===== config.mk =====
export PLATFORM = sky130hd
export DESIGN_NAME = pc_gen_way0_flat
export DESIGN_NICKNAME = d
export VERILOG_FILES = /design/src/rtl/pc_gen_way0_if.sv /design/src/rtl/pc_gen_way0.sv /design/src/flat_wrapper.sv
export SDC_FILE = /design/constraint.sdc
export NUM_CORES = 1
export LEC_CHECK = 0
export CORE_MARGIN = 5
export CORE_UTILIZATION = 42
export DETAILED_ROUTE_END_ITERATION = 16
export PLACE_DENSITY = 0.78
export RECOVER_POWER = 25
export SLEW_MARGIN = 20
export SYNTH_ARGS = -nofsm -noshare
export SYNTH_HDL_FRONTEND = slang
export SYNTH_SLANG_ARGS = --single-unit

===== constraint.sdc =====
create_clock -name clk -period 3.9 [get_ports clk]
set_input_delay 0.78 -clock clk [delete_from_list [all_inputs] [get_ports clk]]
set_output_delay 0.78 -clock clk [all_outputs]
set_load 0.005 [all_outputs]

===== src/rtl/pc_gen_way0_if.sv =====
// Fetch-request interface between the PC generator and the way-0 fetch unit.
//   stall_i       back-end stall (suppresses new issue)
//   jump_flag_i   redirect pulse
//   jump_addr_i   redirect target
//   fetch_ack_i   fetch unit consumed one fetch
//   valid_o       fetch request this cycle
//   inst_addr_o   fetch address
//   kill_o        returning fetch data is stale
//   outstanding_o in-flight fetch count
interface pc_gen_way0_if #(
   parameter int unsigned CW = 2
);
   logic          stall_i;
   logic          jump_flag_i;
   logic [31:0]   jump_addr_i;
   logic          fetch_ack_i;
   logic          valid_o;
   logic [31:0]   inst_addr_o;
   logic          kill_o;
   logic [CW-1:0] outstanding_o;

   // PC generator side
   modport master (
      input  stall_i, jump_flag_i, jump_addr_i, fetch_ack_i,
      output valid_o, inst_addr_o, kill_o, outstanding_o
   );

   // Fetch unit / control side
   modport slave (
      output stall_i, jump_flag_i, jump_addr_i, fetch_ack_i,
      input  valid_o, inst_addr_o, kill_o, outstanding_o
   );
endinterface


===== src/rtl/pc_gen_way0.sv =====
// Program-counter generator feeding the way-0 fetch unit.
// Issues sequential fetch addresses, caps in-flight fetches at MAX_OUTSTANDING,
// and on a redirect drains in-flight fetches (kill_o high) before restarting
// at the jump target.
// Ports:
//   clk    clock, rising edge
//   reset  asynchronous active-high reset
//   bus    pc_gen_way0_if.master (stall/jump/ack in; valid/addr/kill/count out)
module pc_gen_way0 #(
   parameter logic [31:0] RESET_PC        = 32'h8000_0000,
   parameter logic [31:0] WAY_OFFSET      = 32'h0,
   parameter logic [31:0] PC_STEP         = 32'h8,
   parameter int unsigned MAX_OUTSTANDING = 2
) (
   input  logic         clk,
   input  logic         reset,
   pc_gen_way0_if.master bus
);

   localparam int unsigned CW       = $clog2(MAX_OUTSTANDING + 1);
   localparam logic [31:0] PC_RESET = RESET_PC | WAY_OFFSET;

   typedef enum logic [1:0] {
      BOOT  = 2'd0,
      RUN   = 2'd1,
      DRAIN = 2'd2
   } state_e;

   state_e        state_q, state_d;
   logic [31:0]   pc_q, pc_d;
   logic [CW-1:0] cnt_q, cnt_d;
   logic          issue_c;
   logic          retire_c;
   logic [31:0]   jump_pc_c;

   // State registers
   always_ff @(posedge clk or posedge reset) begin
      if (reset) begin
         state_q <= BOOT;
         pc_q    <= PC_RESET;
         cnt_q   <= '0;
      end else begin
         state_q <= state_d;
         pc_q    <= pc_d;
         cnt_q   <= cnt_d;
      end
   end

   // Issue/retire, counter, pc and next-state logic
   always_comb begin
      state_d   = state_q;
      pc_d      = pc_q;
      issue_c   = 1'b0;
      retire_c  = 1'b0;
      // Target is aligned to the 8-byte fetch pair, then offset to this way
      jump_pc_c = (bus.jump_addr_i & ~32'h7) | WAY_OFFSET;

      issue_c  = (state_q == RUN) && (cnt_q < CW'(MAX_OUTSTANDING)) &&
                 !bus.stall_i && !bus.jump_flag_i;
      // Acks with nothing in flight are spurious and dropped
      retire_c = bus.fetch_ack_i && (cnt_q != '0);
      cnt_d    = cnt_q + CW'(issue_c) - CW'(retire_c);

      if (bus.jump_flag_i) begin
         pc_d = jump_pc_c;
      end else if (issue_c) begin
         pc_d = pc_q + PC_STEP;
      end

      case (state_q)
         BOOT: begin
            state_d = RUN;
         end
         RUN: begin
            // A jump with nothing left in flight restarts immediately
            if (bus.jump_flag_i && (cnt_d != '0)) begin
               state_d = DRAIN;
            end
         end
         DRAIN: begin
            // A repeat jump only reloads pc; leaving depends solely on the count
            if (cnt_d == '0) begin
               state_d = RUN;
            end
         end
         default: begin
            state_d = BOOT;
         end
      endcase
   end

   assign bus.valid_o       = issue_c;
   assign bus.inst_addr_o   = pc_q;
   assign bus.kill_o        = (state_q == DRAIN);
   assign bus.outstanding_o = cnt_q;

endmodule

===== src/flat_wrapper.sv =====
// flat-port wrapper written by rule: the top's interface ports become plain ports
module pc_gen_way0_flat 
#(
   parameter logic [31:0] RESET_PC        = 32'h8000_0000,
   parameter logic [31:0] WAY_OFFSET      = 32'h0,
   parameter logic [31:0] PC_STEP         = 32'h8,
   parameter int unsigned MAX_OUTSTANDING = 2
)
  (clk, reset, bus_stall_i, bus_jump_flag_i, bus_jump_addr_i, bus_fetch_ack_i, bus_valid_o, bus_inst_addr_o, bus_kill_o, bus_outstanding_o);
  pc_gen_way0_if bus_i ();
  input  logic clk;
  input  logic reset;
  input wire logic [$bits(bus_i.stall_i)-1:0] bus_stall_i;
  input wire logic [$bits(bus_i.jump_flag_i)-1:0] bus_jump_flag_i;
  input wire logic [$bits(bus_i.jump_addr_i)-1:0] bus_jump_addr_i;
  input wire logic [$bits(bus_i.fetch_ack_i)-1:0] bus_fetch_ack_i;
  output wire logic [$bits(bus_i.valid_o)-1:0] bus_valid_o;
  output wire logic [$bits(bus_i.inst_addr_o)-1:0] bus_inst_addr_o;
  output wire logic [$bits(bus_i.kill_o)-1:0] bus_kill_o;
  output wire logic [$bits(bus_i.outstanding_o)-1:0] bus_outstanding_o;
  assign bus_i.stall_i = bus_stall_i;
  assign bus_i.jump_flag_i = bus_jump_flag_i;
  assign bus_i.jump_addr_i = bus_jump_addr_i;
  assign bus_i.fetch_ack_i = bus_fetch_ack_i;
  assign bus_valid_o = bus_i.valid_o;
  assign bus_inst_addr_o = bus_i.inst_addr_o;
  assign bus_kill_o = bus_i.kill_o;
  assign bus_outstanding_o = bus_i.outstanding_o;
  pc_gen_way0 #(.RESET_PC(RESET_PC), .WAY_OFFSET(WAY_OFFSET), .PC_STEP(PC_STEP), .MAX_OUTSTANDING(MAX_OUTSTANDING)) u_core (.clk(clk), .reset(reset), .bus(bus_i));
endmodule

==> results of run 1 <==
## critical path: stages
cell	delay, ps
clkdlybuf4s50_1	450
nor4b_2	220
buf_4	210
nand2_1	110
inv_1	70
clkdlybuf4s50_1	490
## through the flow
stage                     worst slack [ps]  area (um2)  total power (W)  cells
after floorplan                       1200        2030         0.000649    232
final                                  791        2810          0.00111    349
after global routing                   675        2810          0.00118    349
after global placement                 804        2710         0.000821    341
after CTS                              779        2810          0.00113    349
after detailed placement               754        2710         0.000832    341
## state kept, by name, summed over array words and instances, names as in the netlist
name and flops:
u_core.state_q 2, u_core.bus.outstanding_o 2, u_core.bus.inst_addr_o 29
## area by class of cell
type	instances	area, um2
fill	433	1880
multi-input combinational	179	1110
timing repair buffer	70	687
inverter	5	18.8
tap	54	67.6
sequential	33	827
clock buffer	7	96.3
clock inverter	1	5.00
## kinds of logic (layout without fill, tap and decap cells)
family | count (synthesis) | in the layout | synth area share
AND/OR/NAND/NOR | 112 | 112 | 0.307
AO/OA/AOI/OAI | 47 | 47 | 0.156
flip-flops | 33 | 33 | 0.410
buffers and inverters | 20 | 83 | 0.0446
XOR/XNOR | 12 | 12 | 0.0521
adder cells (fa/ha/maj) | 3 | 3 | 0.0186
multiplexers | 2 | 2 | 0.0105
other | 1 | 3 | 0.00186
## cells in the final DEF, fill, tap and decap left out, types with 4 or more instances in the layout
cell / n
o211ai_1: 4
inv_1: 4
nor3_1: 5
o21ai_0: 12
xor2_1: 4
xnor2_1: 8
nand3_1: 18
dfrtp_1: 32
clkbuf_8: 7
a31oi_1: 9
nor2_1: 13
clkdlybuf4s50_1: 65
nor2b_1: 5
or4_1: 12
nor4_1: 4
o31ai_1: 13
nand4_1: 13
nand2_1: 26
## synth_stat cells (all sizes together) (2+ instances only)
cell	instances	area (um2)
a22oi	3	22.5
a31oi	9	56.3
and2	3	18.8
and3	2	12.5
and4	3	26.3
buf	5	33.8
clkbuf	10	37.5
dfrtp	32	801
ha	3	37.5
inv	4	15.0
nand2	26	97.6
nand3	18	90.1
nand4	13	81.3
nor2	13	48.8
nor2b	5	31.3
nor3	5	25.0
nor4	4	25.0
o211ai	4	30.0
o21a	2	15.0
o21ai	12	60.1
o31ai	13	97.6
or2	2	12.5
or3	2	12.5
or4	13	101
xnor2	8	70.1
xor2	4	35.0
## power by group through the flow
stage | Sequential, W | Combinational (W) | Clock [W]
after floorplan | 0.000463 | 0.000187 | 0
after detailed placement | 0.000474 | 0.000358 | 0
after global placement | 0.000473 | 0.000349 | 0
after global routing | 0.000482 | 0.000392 | 0.000304
final | 0.000470 | 0.000354 | 0.000290
after CTS | 0.000470 | 0.000359 | 0.000296
## per-layer routing
metal	vias up	wire, um	share of wire	GRT usage
met5	-	0	0	0
met4	0	88	0.016	0.0584
met3	11	427	0.076	0.0442
met2	76	2660	0.47	0.309
met1	993	2450	0.44	0.234
li1	988	-	-	-
## worst paths after layout
check | from | to | slack, ps | depth (start not counted)
worst max-delay path | bus_stall_i | bus_valid_o | 790 | 6
worst min-delay path | u_core.bus.outstanding_o[0] | u_core.bus.outstanding_o[0] | 600 | 1
worst max register to register | u_core.bus.outstanding_o[1] | u_core.bus.inst_addr_o[29] | 1490 | 4
worst min register to register | u_core.bus.outstanding_o[0] | u_core.bus.outstanding_o[0] | 600 | 1
max in group asynchronous | reset | u_core.bus.inst_addr_o[8] | 1260 | 3
min in group asynchronous | reset | u_core.bus.inst_addr_o[19] | 1580 | 3
==> results.py, run 1 <==
metrics = {
    "run_status": {
        "outcome": "finished, violations left",
        "violations": "max-capacitance violations, max-slew violations",
    },
    "finish": {
        "nNetsFinal": 334,
        "post-route-util": 0.599,
        "n_antenna_cell": 0,
        "syn2layout_area_growth_pct": 39.2,
        "drive_above_1_share": 0.0610,
    },
    "placement": {
        "place_hpwl_um": 4020,
        "place_congestion": 0.820,
        "portBuffers": 66,
    },
    "setup_path": {
        "cp-end-kind": "primary output",
        "cp_data_arrival_time_ps": 2330,
        "crit_type": "in -> out",
        "worst-path-max-fanout": 9,
        "start_kind": "input pin",
        "crit_required_ps": 3120,
    },
    "power": {
        "powerDensity_nw_per_um2": 397,
        "p_leak_nw": 1.04,
        "p_int_w": 0.000763,
        "combPwrFrac": 0.318,
        "irDropWorstVdd_uv": 343,
        "p_sw_w": 0.000352,
        "sw_frac_of_total": 0.315,
        "power_frac_seq": 0.422,
        "pwr-share-clk": 0.260,
    },
    "clock_tree": {
        "cts.reportedPaths.clkPinSlew_ps": 70,
        "cts_made_buffers": 5,
        "clkLatencyLatePin_ps": 290,
        "cts_hold_buf": 0,
        "post_cts_buffers": 0,
        "cts_max_level": 2,
        "cts_max_path_buffers": 2,
        "clockRootBuffer": "clkbuf_8",
        "cts_tree": "yes",
        "clock-sinks": 33,
        "cts_resized": 0,
    },
    "timing": {
        "finalSetupViolCount": 0,
        "worstMarginPinSlew_ps": 1840,
        "fin_crit_ps": 3110,
        "hold_viol_final": 0,
        "finalMaxSlewViolations": 34,
        "fin_skew_ps": 6.83,
        "max_slew_margin": -0.230,
        "finalSetupTns_ps": 0,
        "whs_ps": 597,
        "finalCritPeriodShare": 0.797,
        "timing.fmax_mhz": 322,
        "rsz0062_at_grt": "false",
    },
    "routing": {
        "via_per_inst": 5.93,
        "drt_iter0_drc": 127,
        "ant_nets": 0,
        "firstDrtPassIters": 4,
        "drcViolationCount": 0,
        "routedWlPerCell_um": 16.1,
        "totalWireLength_um": 5630,
        "vias": 2068,
    },
    "global_routing": {
        "grt_overflow": 0,
        "grt_pass1_wl_um": 9290,
        "grt_usage": 0.184,
        "antenna_found_initial": 0,
        "grt_max_degree": 45,
        "grt_pass1_vias": 1984,
    },
    "job": {
        "drv_cap": 1,
    },
    "floorplan": {
        "core-area_um2": 4690,
        "dieArea_um2": 6290,
        "chipWidth_um": 79.3,
        "die_y_um": 79.3,
        "start_util": 0.430,
        "fp-row-count": 25,
        "io_pins": 73,
    },
    "synthesis": {
        "async_reset_ff_frac": 1.00,
        "netlist_area_um2": 2020,
        "ys_seq_area_frac": 0.410,
        "yosys_most_used_dff": "dfrtp_1",
        "yosysWarnings": 0,
        "avgSynthCellArea_um2": 8.77,
        "synth_edf_count": 0,
        "ys_seq_elements": 33,
        "synth_cell_types": 40,
        "synth_cells": 230,
    },
    "hold_path": {
        "hold_class": "reg -> reg",
    },
}
(Power assumes the default switching activity.)
==> inputs of run 2 (changes only) <==
--- a/config.mk
+++ b/config.mk
@@ -6,7 +6,7 @@
 export NUM_CORES = 1
 export LEC_CHECK = 0
 export CORE_MARGIN = 5
-export CORE_UTILIZATION = 42
+export CORE_UTILIZATION = 40
 export DETAILED_ROUTE_END_ITERATION = 16
 export PLACE_DENSITY = 0.78
 export RECOVER_POWER = 25
==> constraint.sdc (replaced) <==
create_clock -name clk -period 2.7 [get_ports clk]
set_input_delay 0.54 -clock clk [delete_from_list [all_inputs] [get_ports clk]]
set_output_delay 0.54 -clock clk [all_outputs]
set_load 0.005 [all_outputs]
==> results.py, run 2 (same netlist as run 1, synthesis figures left out) <==
metrics = {
    "timing": {
        "max_slew_margin": -0.188,
        "worstMarginPinSlew_ps": 1780,
        "whs_ps": 580,
        "fin_ws_ps": 93.9,
        "rsz0062_at_grt": "false",
        "finalSetupViolCount": 0,
        "fin_skew_ps": 6.38,
        "hold_viol_final": 0,
        "finalCritPeriodShare": 0.965,
        "timing.fmax_mhz": 384,
        "finalMaxSlewViolations": 34,
        "fin_crit_ps": 2610,
        "finalSetupTns_ps": 0,
    },
    "setup_path": {
        "crit_required_ps": 2160,
        "reg2regPathDepth": 5,
        "slowest_stage": "clkdlybuf4s50_1",
        "cp_data_arrival_time_ps": 2070,
        "regToRegEndpoint": "u_core.bus.inst_addr_o[20]",
        "cp-end-kind": "primary output",
        "worst-path-max-fanout": 2,
        "start_kind": "input pin",
        "cp_slowest_stage_delay_ps": 490,
        "crit_type": "in -> out",
        "r2r_slack_ps": 360,
        "cp_cell_sequence": "clkdlybuf4s50_1 -> buf_4 -> nor4b_4 -> nand2_1 -> inv_1 -> clkdlybuf4s50_1",
        "cp_top_family": "buffers and inverters",
        "cpMostUsedCell": "clkdlybuf4s50_1",
        "critPathBufInv": 4,
        "rr_startpoint": "u_core.bus.outstanding_o[1]",
    },
    "clock_tree": {
        "cts_resized": 0,
        "cts.reportedPaths.clkPinSlew_ps": 70,
        "clock-sinks": 33,
        "cts_max_level": 2,
        "cts_max_path_buffers": 2,
        "clkLatencyLatePin_ps": 280,
        "cts_hold_buf": 0,
        "cts_tree": "yes",
        "post_cts_buffers": 0,
        "clockRootBuffer": "clkbuf_8",
        "cts_made_buffers": 5,
    },
    "global_routing": {
        "antenna_found_initial": 0,
        "grt_pass1_vias": 1952,
        "grt_overflow": 0,
        "grt_pass1_wl_um": 9270,
        "grt_usage": 0.181,
        "grt_max_degree": 45,
    },
    "routing": {
        "ant_nets": 0,
        "drt_iter0_drc": 146,
        "totalWireLength_um": 5680,
        "firstDrtPassIters": 5,
        "routedWlPerCell_um": 15.5,
        "vias": 2050,
        "drcViolationCount": 0,
        "via_per_inst": 5.60,
    },
    "power": {
        "power_w": 0.00158,
        "p_leak_nw": 1.05,
        "combPwrFrac": 0.337,
        "powerDensity_nw_per_um2": 555,
        "sw_frac_of_total": 0.327,
        "p_int_w": 0.00106,
        "p_sw_w": 0.000518,
        "pwr-share-clk": 0.229,
        "power_frac_seq": 0.433,
        "irDropWorstVdd_uv": 449,
    },
    "floorplan": {
        "fp-row-count": 25,
        "core-area_um2": 4820,
        "chipWidth_um": 81.0,
        "dieArea_um2": 6570,
        "io_pins": 73,
        "die_y_um": 81.0,
        "start_util": 0.419,
    },
    "run_status": {
        "violations": "max-capacitance violations, max-slew violations",
        "outcome": "finished, violations left",
    },
    "finish": {
        "drive_above_1_share": 0.0702,
        "layout_common_cells": "clkdlybuf4s50_1, dfrtp_1, nand2_1",
        "nNetsFinal": 338,
        "fill_cells": 462,
        "n_antenna_cell": 0,
        "postLayoutCellArea_um2": 2850,
        "syn2layout_area_growth_pct": 41.0,
        "largest_reg_flops": 29,
        "final_common_cell": "clkdlybuf4s50_1",
    },
    "hold_path": {
        "worstHoldPathCells": 2,
        "min_to": "u_core.bus.inst_addr_o[21]",
        "min_from": "u_core.bus.inst_addr_o[21]",
        "hold_class": "reg -> reg",
    },
    "job": {
        "drv_cap": 1,
    },
    "placement": {
        "portBuffers": 66,
        "place_congestion": 0.782,
        "place_hpwl_um": 4080,
        "post-place-ws_ps": -149,
        "placed_area_um2": 2760,
    },
}
[run 2: cell types whose count changed in the layout (fill, tap and decap cells not counted)]
cell	change
clkbuf_1	+1
clkbuf_8	-2
buf_4	+4
nor4b_4	+1
clkdlybuf4s50_1	+1
dlygate4sd3_1	-1
clkinv_2	+1
nor4b_2	-1
[run 2: layout make-up]
class                      instances  area (um2)  share of cell area
sequential                        33         827               0.291
timing repair buffer              74         717               0.252
multi-input combinational        179        1120               0.393
tap                               67        83.8              0.0295
clock buffer                       6        72.6              0.0255
clock inverter                     2        10.0             0.00352
inverter                           5        18.8             0.00659
[run 2: stage by stage]
step,instances,utilization
detailed placement,358,0.573
global placement,358,0.573
CTS,366,0.590
floorplan,232,-
finish,366,0.591
global route,366,0.591
[run 2: worst min-delay path: cells and delay by family, from the launching register on]
kind	cells	cell delay, ps
AO/OA/AOI/OAI	1	100
flip-flops	1	380
AND/OR/NAND/NOR	1	70
[run 2: power by group through the flow]
stage                     clock network [W]  registers (W)  logic [W]
after global routing               0.000399       0.000702   0.000585
after CTS                          0.000371       0.000680   0.000534
final                              0.000362       0.000685   0.000533
after detailed placement                  0       0.000686   0.000529
after global placement                    0       0.000683   0.000511
after floorplan                           0       0.000669   0.000269
[run 2: how the worst max path moves through the flow]
stage / endpoint / from / slack [ps] / cells after the start
4_1_cts: bus_valid_o / bus_stall_i / 20 / 6
3_5_place_dp: u_core.state_q[0] / bus_stall_i / -150 / 11
3_3_place_gp: u_core.bus.inst_addr_o[17] / bus_stall_i / -70 / 6
6_report: bus_valid_o / bus_stall_i / 90 / 6
5_1_grt: bus_valid_o / bus_stall_i / 20 / 6
2_1_floorplan: u_core.state_q[0] / bus_stall_i / 240 / 9
[run 2: metal layers]
layer / wire (um) / global-route usage
met2: 2770 / 0.301
met1: 2400 / 0.227
met5: 0 / 0
met4: 48 / 0.0439
met3: 464 / 0.0588
==> inputs of run 3 (changes only) <==
--- a/config.mk
+++ b/config.mk
@@ -5,11 +5,14 @@
 export SDC_FILE = /design/constraint.sdc
 export NUM_CORES = 1
 export LEC_CHECK = 0
+export CORE_ASPECT_RATIO = 0.9
 export CORE_MARGIN = 5
 export CORE_UTILIZATION = 40
 export DETAILED_ROUTE_END_ITERATION = 16
+export GPL_ROUTABILITY_DRIVEN = 0
 export PLACE_DENSITY = 0.78
 export RECOVER_POWER = 25
+export SETUP_SLACK_MARGIN = 0.05
 export SLEW_MARGIN = 20
 export SYNTH_ARGS = -nofsm -noshare
 export SYNTH_HDL_FRONTEND = slang
==> results.py, run 3 (same netlist as run 1, synthesis figures left out) <==
metrics = {
    "run_status": {
        "outcome": "complete, no violations",
    },
    "timing": {
        "finalCritPeriodShare": 0.929,
        "hold_viol_final": 0,
        "finalSetupTns_ps": 0,
        "whs_ps": 583,
        "finalSetupViolCount": 0,
        "fin_skew_ps": 7.57,
        "finalMaxSlewViolations": 0,
        "fin_crit_ps": 2510,
        "max_slew_margin": 0.434,
        "rsz0062_at_grt": "false",
        "fin_ws_ps": 192,
        "worstMarginPinSlew_ps": 850,
        "timing.fmax_mhz": 399,
    },
    "hold_path": {
        "hold_class": "reg -> reg",
        "min_from": "u_core.bus.inst_addr_o[21]",
    },
    "floorplan": {
        "chipWidth_um": 84.9,
        "core-area_um2": 4860,
        "die_y_um": 77.4,
        "io_pins": 73,
        "start_util": 0.415,
        "fp-row-count": 24,
        "dieArea_um2": 6570,
    },
    "clock_tree": {
        "clockRootBuffer": "clkbuf_8",
        "clock-sinks": 33,
        "cts_made_buffers": 5,
        "cts_max_level": 2,
        "cts_tree": "yes",
        "clkLatencyLatePin_ps": 280,
        "cts.reportedPaths.clkPinSlew_ps": 70,
        "cts_max_path_buffers": 2,
    },
    "finish": {
        "layout.cells.non_filler": 367,
        "largest_reg_flops": 29,
        "seq_area_um2": 827,
        "n_antenna_cell": 0,
        "final_common_cell": "clkdlybuf4s50_1",
        "multiInputGateArea_um2": 1120,
        "fill_cells": 453,
        "layout_common_cells": "clkdlybuf4s50_1, dfrtp_1, nand2_1",
        "drive_above_1_share": 0.0861,
        "syn2layout_area_growth_pct": 42.3,
        "nNetsFinal": 341,
    },
    "setup_path": {
        "worst-path-max-fanout": 3,
        "cp_top_family": "buffers and inverters",
        "critPathBufInv": 3,
        "cp-end-kind": "register",
        "worstSetupPathDepth": 11,
        "crit_type": "in -> reg",
        "r2r_slack_ps": 390,
        "slowest_stage": "clkdlybuf4s50_1",
        "cp_data_arrival_time_ps": 2680,
        "cp_cell_sequence": "clkdlybuf4s50_1 -> buf_4 -> nor4b_4 -> nand2_2 -> ha_1 -> inv_1 -> ha_1 -> xnor2_1 -> xnor2_1 -> nor2_1 -> o21a_1",
        "crit_path_end": "u_core.state_q[0]",
        "cp_slowest_stage_delay_ps": 430,
        "crit_required_ps": 2880,
        "rr_startpoint": "u_core.state_q[1]",
        "regToRegEndpoint": "u_core.bus.inst_addr_o[19]",
        "start_kind": "input pin",
        "crit_start": "bus_stall_i",
        "reg2regPathDepth": 5,
    },
    "global_routing": {
        "grt_overflow": 0,
        "antenna_found_initial": 0,
        "grt_pass1_vias": 2005,
        "grt_max_degree": 45,
        "grt_pass1_wl_um": 9630,
        "grt_usage": 0.179,
    },
    "placement": {
        "place_hpwl_um": 4100,
        "post-place-ws_ps": -71.0,
        "portBuffers": 66,
        "place_inst": 359,
    },
    "power": {
        "powerDensity_nw_per_um2": 550,
        "p_leak_nw": 1.09,
        "irDropWorstVdd_uv": 424,
    },
    "routing": {
        "routedWlPerCell_um": 15.7,
        "totalWireLength_um": 5750,
        "ant_nets": 0,
        "firstDrtPassIters": 4,
        "drt_iter0_drc": 122,
        "drcViolationCount": 0,
        "via_per_inst": 5.59,
        "vias": 2052,
    },
    "job": {
        "drv_cap": 0,
    },
}
==> run 3: power by group <==
part | leakage [nW] | total (W) | internal [W] | switching (W)
combinational | 0.660 | 0.000532 | 0.000311 | 0.000221
clock | 0.0450 | 0.000361 | 0.000179 | 0.000182
sequential | 0.384 | 0.000686 | 0.000573 | 0.000113
total | 1.09 | 0.00158 | 0.00106 | 0.000517
==> run 3: tightest hold or removal path: cells and delay by family (launching register included) <==
family | cells | cell delay (ps)
flops | 1 | 380
compound gates | 1 | 110
simple gates | 1 | 60
==> run 3: cell type report <==
type,instances,share of cell area
Clock buffer,6,0.0253
Clock inverter,2,0.00348
Inverter,5,0.00653
Multi-Input combinational cell,179,0.390
Sequential cell,33,0.288
Tap cell,65,0.0283
Timing Repair Buffer,77,0.259
==> run 3: what timing repair did <==
action                                  4_1_cts  5_1_grt
resized for setup                             0        3
hold buffers                                  0        0
endpoints found under the setup margin        0        1
buffers inserted                              0        0
==> run 3: metal layers <==
layer | global-route usage | vias to the layer above | routed length [um]
li1 | - | 999 | -
met1 | 0.238 | 975 | 2580
met2 | 0.286 | 73 | 2710
met3 | 0.0456 | 5 | 404
met4 | 0.0570 | 0 | 48
met5 | 0 | - | 0
==> run 3: worst min-delay path by stage <==
stage                                  to  slack [ps]  cells after the start
2_1_floorplan  u_core.bus.inst_addr_o[21]         540                      2
4_1_cts        u_core.bus.inst_addr_o[21]         590                      2
5_1_grt        u_core.bus.inst_addr_o[21]         630                      2
3_5_place_dp   u_core.bus.inst_addr_o[21]         570                      2
3_3_place_gp   u_core.bus.inst_addr_o[21]         550                      2
6_report       u_core.bus.inst_addr_o[21]         580                      2
==> run 3: per-stage QoR <==
| stage | util | total power (W) | area, um2 |
|---|---|---|---|
| 2_1_floorplan | - | 0.000938 | 2030 |
| 3_3_place_gp | 0.571 | 0.00119 | 2780 |
| 3_5_place_dp | 0.571 | 0.00121 | 2780 |
| 4_1_cts | 0.588 | 0.00158 | 2860 |
| 5_1_grt | 0.591 | 0.00167 | 2870 |
| 6_report | 0.591 | 0.00158 | 2870 |
